**config.mk**
```make
export PLATFORM = sky130hd
export DESIGN_NAME = uart_cmd_ctrl
export DESIGN_NICKNAME = d
export VERILOG_FILES = /design/src/rtl/uart_pkg.sv /design/src/rtl/uart_frame_timer.sv /design/src/rtl/uart_cmd_ctrl.sv
export SDC_FILE = /design/constraint.sdc
export NUM_CORES = 1
export LEC_CHECK = 0
export ABC_AREA = 1
export CAP_MARGIN = 20
export CELL_PAD_IN_SITES_DETAIL_PLACEMENT = 2
export CELL_PAD_IN_SITES_GLOBAL_PLACEMENT = 2
export CORE_MARGIN = 4
export CORE_UTILIZATION = 37
export DETAILED_ROUTE_END_ITERATION = 7
export PLACE_DENSITY = 0.93
export SLEW_MARGIN = 40
export SYNTH_ARGS = -nofsm -noshare
export SYNTH_HDL_FRONTEND = slang
export SYNTH_SLANG_ARGS = --single-unit
```
**constraint.sdc**
```tcl
create_clock -name clk -period 4.75 [get_ports clk]
set_input_delay 0.95 -clock clk [delete_from_list [all_inputs] [get_ports clk]]
set_output_delay 0.95 -clock clk [all_outputs]
set_load 0.01 [all_outputs]
```
**src/rtl/uart_pkg.sv**
```systemverilog
// Shared constants and types for the UART command-frame controller.
package uart_pkg;

   // Parser position within a 5-byte frame
   typedef enum logic [2:0] {
      ST_IDLE,
      ST_CMD,
      ST_ADDR,
      ST_DATA,
      ST_CHK
   } state_e;

   localparam logic [7:0] HDR      = 8'hA5;
   localparam logic [7:0] CMD_WR   = 8'h01;
   localparam logic [7:0] CMD_BAUD = 8'h02;

   localparam logic [1:0] ERR_NONE = 2'd0;
   localparam logic [1:0] ERR_CHK  = 2'd1;
   localparam logic [1:0] ERR_CMD  = 2'd2;
   localparam logic [1:0] ERR_TMO  = 2'd3;

   localparam logic [2:0] BAUD_MAX = 3'd4;

   // A command is executable if it is a register write, or a baud change
   // whose index names one of the supported rates.
   function automatic logic cmd_valid(input logic [7:0] cmd, input logic [7:0] data);
      return (cmd == CMD_WR) || ((cmd == CMD_BAUD) && (data <= {5'd0, BAUD_MAX}));
   endfunction

endpackage

```
**src/rtl/uart_frame_timer.sv**
```systemverilog
// Inter-byte timeout counter for the command-frame parser.
module uart_frame_timer #(
   parameter int TIMEOUT_CYCLES = 1_000_000,
   parameter int CNT_W          = 20
) (
   input  logic clk,
   input  logic rst_n,
   input  logic clr,
   input  logic run,
   output logic expired
);

   // The count lags elapsed cycles by one (it is 0 in the cycle after the
   // clearing byte), and expiry is flagged one cycle before the error must be
   // visible so the registered error lands exactly TIMEOUT_CYCLES after the
   // last byte.
   localparam logic [CNT_W-1:0] LAST = CNT_W'(TIMEOUT_CYCLES - 2);
   localparam logic [CNT_W-1:0] ONE  = CNT_W'(1);

   logic [CNT_W-1:0] cnt;

   // Count while a frame is open; any byte or an idle parser clears it
   always_ff @(posedge clk or negedge rst_n) begin
      if (!rst_n)            cnt <= '0;
      else if (clr || !run)  cnt <= '0;
      else                   cnt <= cnt + ONE;
   end

   // A byte in the expiry cycle takes priority, so it masks the expiry
   assign expired = run && !clr && (cnt == LAST);

endmodule

```
**src/rtl/uart_cmd_ctrl.sv**
```systemverilog
// Parses A5/CMD/ADDR/DATA/CHK frames from the byte receiver and issues
// register writes or baud-rate changes; single owner of baud_set.
module uart_cmd_ctrl
   import uart_pkg::*;
#(
   parameter int TIMEOUT_CYCLES = 1_000_000,
   parameter int CNT_W          = 20
) (
   input  logic       clk,
   input  logic       rst_n,
   input  logic       rx_done,
   input  logic [7:0] rx_data,
   output logic [2:0] baud_set,
   output logic       reg_wr_en,
   output logic [7:0] reg_addr,
   output logic [7:0] reg_wdata,
   output logic       frame_ok,
   output logic       frame_err,
   output logic [1:0] err_code
);

   state_e     state_q, state_d;
   logic [7:0] cmd_q, addr_q, data_q, sum_q;
   logic       tmo;
   logic       frame_end, chk_ok, cmd_ok;

   logic       wr_en_d, ok_d, err_d;
   logic [1:0] code_d;
   logic [2:0] baud_d;
   logic [7:0] addr_d, wdata_d;

   uart_frame_timer #(
      .TIMEOUT_CYCLES (TIMEOUT_CYCLES),
      .CNT_W          (CNT_W)
   ) u_timer (
      .clk     (clk),
      .rst_n   (rst_n),
      .clr     (rx_done),
      .run     (state_q != ST_IDLE),
      .expired (tmo)
   );

   // State register
   always_ff @(posedge clk or negedge rst_n) begin
      if (!rst_n) state_q <= ST_IDLE;
      else        state_q <= state_d;
   end

   // Next state: advance on each byte, drop back to IDLE on timeout
   always_comb begin
      state_d = state_q;
      if (rx_done) begin
         case (state_q)
            ST_IDLE: state_d = (rx_data == HDR) ? ST_CMD : ST_IDLE;
            ST_CMD:  state_d = ST_ADDR;
            ST_ADDR: state_d = ST_DATA;
            ST_DATA: state_d = ST_CHK;
            ST_CHK:  state_d = ST_IDLE;
            default: state_d = ST_IDLE;
         endcase
      end else if (tmo) begin
         state_d = ST_IDLE;
      end
   end

   // Latch frame fields and accumulate the 8-bit wrapping checksum
   always_ff @(posedge clk or negedge rst_n) begin
      if (!rst_n) begin
         cmd_q  <= '0;
         addr_q <= '0;
         data_q <= '0;
         sum_q  <= '0;
      end else if (rx_done) begin
         case (state_q)
            ST_CMD: begin
               cmd_q <= rx_data;
               sum_q <= rx_data;
            end
            ST_ADDR: begin
               addr_q <= rx_data;
               sum_q  <= sum_q + rx_data;
            end
            ST_DATA: begin
               data_q <= rx_data;
               sum_q  <= sum_q + rx_data;
            end
            default: ;
         endcase
      end
   end

   assign frame_end = rx_done && (state_q == ST_CHK);
   assign chk_ok    = (sum_q == rx_data);
   assign cmd_ok    = cmd_valid(cmd_q, data_q);

   // Output decode: checksum is judged before command validity, and an
   // aborted frame leaves baud/address/data untouched
   always_comb begin
      wr_en_d = 1'b0;
      ok_d    = 1'b0;
      err_d   = 1'b0;
      code_d  = err_code;
      baud_d  = baud_set;
      addr_d  = reg_addr;
      wdata_d = reg_wdata;
      if (frame_end) begin
         if (!chk_ok) begin
            err_d  = 1'b1;
            code_d = ERR_CHK;
         end else if (!cmd_ok) begin
            err_d  = 1'b1;
            code_d = ERR_CMD;
         end else begin
            ok_d = 1'b1;
            if (cmd_q == CMD_WR) begin
               wr_en_d = 1'b1;
               addr_d  = addr_q;
               wdata_d = data_q;
            end else begin
               baud_d = data_q[2:0];
            end
         end
      end else if (tmo) begin
         err_d  = 1'b1;
         code_d = ERR_TMO;
      end
   end

   // Registered outputs
   always_ff @(posedge clk or negedge rst_n) begin
      if (!rst_n) begin
         reg_wr_en <= 1'b0;
         frame_ok  <= 1'b0;
         frame_err <= 1'b0;
         err_code  <= ERR_NONE;
         baud_set  <= 3'd0;
         reg_addr  <= 8'h00;
         reg_wdata <= 8'h00;
      end else begin
         reg_wr_en <= wr_en_d;
         frame_ok  <= ok_d;
         frame_err <= err_d;
         err_code  <= code_d;
         baud_set  <= baud_d;
         reg_addr  <= addr_d;
         reg_wdata <= wdata_d;
      end
   end

endmodule

```
==> impl_metrics.py <==
metrics = {
    "outcome": {
        "run_status": "completed",
    },
    "yosys": {
        "syn-instance-count": 510,
        "synth_common_cells": "sky130_fd_sc_hd__nand2_1 (128), sky130_fd_sc_hd__dfrtp_1 (79), sky130_fd_sc_hd__inv_1 (63), sky130_fd_sc_hd__nor2_1 (62), sky130_fd_sc_hd__nand3_1 (30)",
        "synth_top_cell_area_share_pct": 47.7,
        "yosysMostFrequentCell": "sky130_fd_sc_hd__nand2_1",
        "syn-num-nets": 531,
        "synth.distinct_cells": 36,
        "postSynth.topFlopCell": "sky130_fd_sc_hd__dfrtp_1",
        "synth.yosys.warnings": 0,
        "syn_area_um2": 4140,
        "post-synth-top-area-cell": "sky130_fd_sc_hd__dfrtp_1",
        "yosys_register_bits": 79,
        "syn_avg_cell_area_um2": 8.13,
        "count_of_flip_flops_with_a_built_in_enable_after_synthesis": 0,
        "share_of_synthesized_flip_flops_with_an_asynchronous_set_or_reset_pct": 100,
        "synth-seq-area-share_pct": 47.7,
        "post_synth_main_area_contributors": "sky130_fd_sc_hd__dfrtp_1 (48%), sky130_fd_sc_hd__nand2_1 (12%), sky130_fd_sc_hd__inv_1 (5.7%)",
    },
    "grt": {
        "globalRouteOverflowTotal": 0,
        "grt_antenna_before_repair": 0,
        "first_global_vias": 4184,
        "globalRouteTotalUtil_pct": 23.9,
        "grt_pass1_wl_mm": 23.8,
        "pin_count_of_the_biggest_net_entering_global_routing": 80,
    },
    "sta": {
        "final_critical_path_setup_slack_ns": 1.55,
        "fin_worst_skew_ns": 0.0162,
        "period_needed_ns": 3.20,
        "actual_slew_at_the_worst_max_slew_pin_ns": 0.646,
        "grt_setup_unrepaired": "no",
        "achievable-frequency_ghz": 0.313,
        "slew_violations": 0,
        "max_slew_margin_pct": 56.9,
        "fin_setup_tns_ns": 0,
        "finalSetupViolCount": 0,
        "hold_viol": 0,
        "timing.final.crit_share_pct": 67.3,
    },
    "layout": {
        "drive_gt1_share_pct": 13.2,
        "antennaDiodeCount": 0,
        "final_core_utilization_pct": 44.7,
        "syn_to_final_growth_pct": 17.4,
        "layout.nets": 569,
    },
    "worst_hold_path": {
        "worstHoldEndpoint": "baud_set[2]$_DFFE_PN0P_",
        "worstHoldPathCells": 2,
        "startpoint_of_the_worst_hold_path": "baud_set[2]$_DFFE_PN0P_",
        "min-delay-path-class": "flop to flop",
    },
    "detailed_routing": {
        "detail-route-antenna-nets": 0,
        "drt-total-wl_mm": 14.4,
        "num_vias": 3600,
        "viasPerCell": 5.20,
        "dr.pass1.iters": 4,
        "remaining_drc_errors": 0,
        "drt_iter0_markers": 175,
        "route.detailed.wl_per_inst_um": 20.8,
    },
    "floorplan": {
        "floorplan.rows": 38,
        "design.die.area_um2": 13000,
        "initial_core_util_pct": 38.1,
        "floorplan.die.height_um": 114,
        "dieWidth_um": 114,
        "top_ports": 35,
        "placeableCoreArea_um2": 10900,
    },
    "clock_network": {
        "cts_sinks": 79,
        "insertion_delay_ns": 0.38,
        "cts_tree": "built",
        "post-cts-setup-buffers": 0,
        "clock_tree.htree_level_count": 3,
        "clockBufferDepth": 2,
        "tritoncts.num_buffers": 9,
        "clock_tree.root_cell": "sky130_fd_sc_hd__clkbuf_8",
        "cts.reportedPaths.clkPinSlew_ns": 0.09,
        "cts-hold-fix-buffers": 0,
        "cts_resized": 0,
    },
    "power": {
        "p_int_mw": 1.48,
        "power.clock.fraction_pct": 27.8,
        "totalPowerFinal_mw": 2.45,
        "power.sequential.fraction_pct": 38.5,
        "power.density_nw_per_um2": 503,
        "switching_share_pct": 39.6,
        "p_leak_nw": 2.28,
        "power.combinational.fraction_pct": 33.6,
        "power.ir.vdd_worst_v": 0.000184,
        "switching_power_uw": 969,
    },
    "worst_setup_path": {
        "reg2reg_from": "sum_q[5]$_DFFE_PN0P_",
        "timing.reg2reg.setup_slack_ns": 2.44,
        "r2r_end": "reg_addr[5]$_DFFE_PN0P_",
        "cp_data_required_time_ns": 5.00,
        "worst-path-max-fanout": 33,
        "cp_slowest_cell": "sky130_fd_sc_hd__clkdlybuf4s50_1",
        "r2r_cells": 9,
        "timing_worst_setup_path_type": "input pin to flop",
        "timing.critical_path.to_type": "flop",
        "crit_path_max_cell_delay_ns": 0.67,
        "worstPathArrival_ns": 3.44,
        "startpoint_type": "input pin",
        "crit_chain": "clkdlybuf4s50_1 -> ha_1 -> nor2_1 -> nand2_1 -> nor2_1 -> nand2_2 -> nor2_4 -> nand2_4 -> nand2_2 -> o21ai_2",
    },
    "place": {
        "port_buffers": 34,
        "hpwl_mm": 9.69,
        "gp_routability_congestion": 0.808,
        "dp_slack_ns": 1.24,
    },
    "run": {
        "max_cap_viol_count": 0,
    },
}
==> flip-flops by register name, indices dropped and copies added (netlist names) <==
register and cells:
baud_set 3, err_code 2, reg_wdata 8, sum_q 8, reg_wr_en 1, frame_err 1, reg_addr 8, frame_ok 1
addr_q 8, cmd_q 8, state_q 3, u_timer.cnt 20, data_q 8
==> power by group through the flow <==
stage | logic (mW) | registers (mW) | clock network [mW]
final | 0.823 | 0.943 | 0.681
after global routing | 0.926 | 0.961 | 0.718
after CTS | 0.831 | 0.943 | 0.691
after detailed placement | 0.775 | 0.940 | 0
after global placement | 0.701 | 0.919 | 0
after floorplan | 0.540 | 0.906 | 0
==> metrics by stage <==
step / area (um^2) / hold slack, ns / cells
floorplan: 4140 / 0.443 / 510
global placement: 4600 / 0.456 / 677
detailed placement: 4600 / 0.474 / 677
CTS: 4860 / 0.495 / 692
global route: 4860 / 0.520 / 692
finish: 4860 / 0.489 / 692
==> kinds of logic (layout without fill, tap and decap cells) <==
kind of cell / Yosys count / count (layout) / synth area share (%)
XOR/XNOR: 8 / 8 / 1.69
buffers and inverters: 79 / 121 / 8.03
flip-flops: 79 / 79 / 47.7
AND/OR/NAND/NOR: 264 / 264 / 29.0
AO/OA/AOI/OAI: 70 / 70 / 10.4
adder cells (fa/ha/maj): 10 / 10 / 3.20
==> per-layer routing <==
metal	up-vias	global-route usage [%]	routed length [um]
li1	1680	-	-
met1	1824	29.8	6130
met2	61	41.4	7380
met3	35	2.92	351
met4	0	10.7	538
met5	-	0	0
==> worst max-delay path by stage <==
stage,start,endpoint,slack [ns],cells after the start
after detailed placement,rx_data[2],reg_addr[5]$_DFFE_PN0P_,1.24,10
after CTS,rx_data[2],reg_addr[5]$_DFFE_PN0P_,1.61,10
final,rx_data[2],reg_addr[5]$_DFFE_PN0P_,1.55,10
after global placement,rx_data[2],reg_wdata[2]$_DFFE_PN0P_,1.42,10
after global routing,rx_data[2],reg_addr[5]$_DFFE_PN0P_,1.46,10
after floorplan,rx_data[5],reg_wdata[5]$_DFFE_PN0P_,2.52,10
==> cell type report <==
cell class              instances  area, um^2
fillers                      1199        6020
flip-flops and latches         79        1980
multi-input cells             352        1830
repair buffers                 34         344
inverters                      72         275
well taps                     140         175
clock inverters                 6         134
clock buffers                   9         124
==> placed cells by master (no fill, tap or decap), types with 6 or more instances in the layout <==
cell                              netlist  layout
sky130_fd_sc_hd__nor2_1                62      62
sky130_fd_sc_hd__inv_1                 63      63
sky130_fd_sc_hd__ha_1                   9       9
sky130_fd_sc_hd__clkbuf_8               0      10
sky130_fd_sc_hd__clkdlybuf4s50_1        0      33
sky130_fd_sc_hd__o21ai_1               22      22
sky130_fd_sc_hd__o21ai_2               16      16
sky130_fd_sc_hd__a21oi_1               18      18
sky130_fd_sc_hd__dfrtp_1               79      79
sky130_fd_sc_hd__nand2_2               15      15
sky130_fd_sc_hd__inv_2                  7       7
sky130_fd_sc_hd__nand4_1                8       8
sky130_fd_sc_hd__o21ai_0                6       6
sky130_fd_sc_hd__xor2_1                 6       6
sky130_fd_sc_hd__nand2_1              128     128
sky130_fd_sc_hd__nand3_1               30      30
==> critical path: cells and delay by family <==
| family | cells | cell delay [ns] |
|---|---|---|
| and+or+nand+nor | 7 | 1.21 |
| AOI/OAI and AO/OA | 1 | 0.07 |
| adders and majority gates | 1 | 0.51 |
| buffers and inverters | 1 | 0.67 |
(Power assumes the default switching activity.)
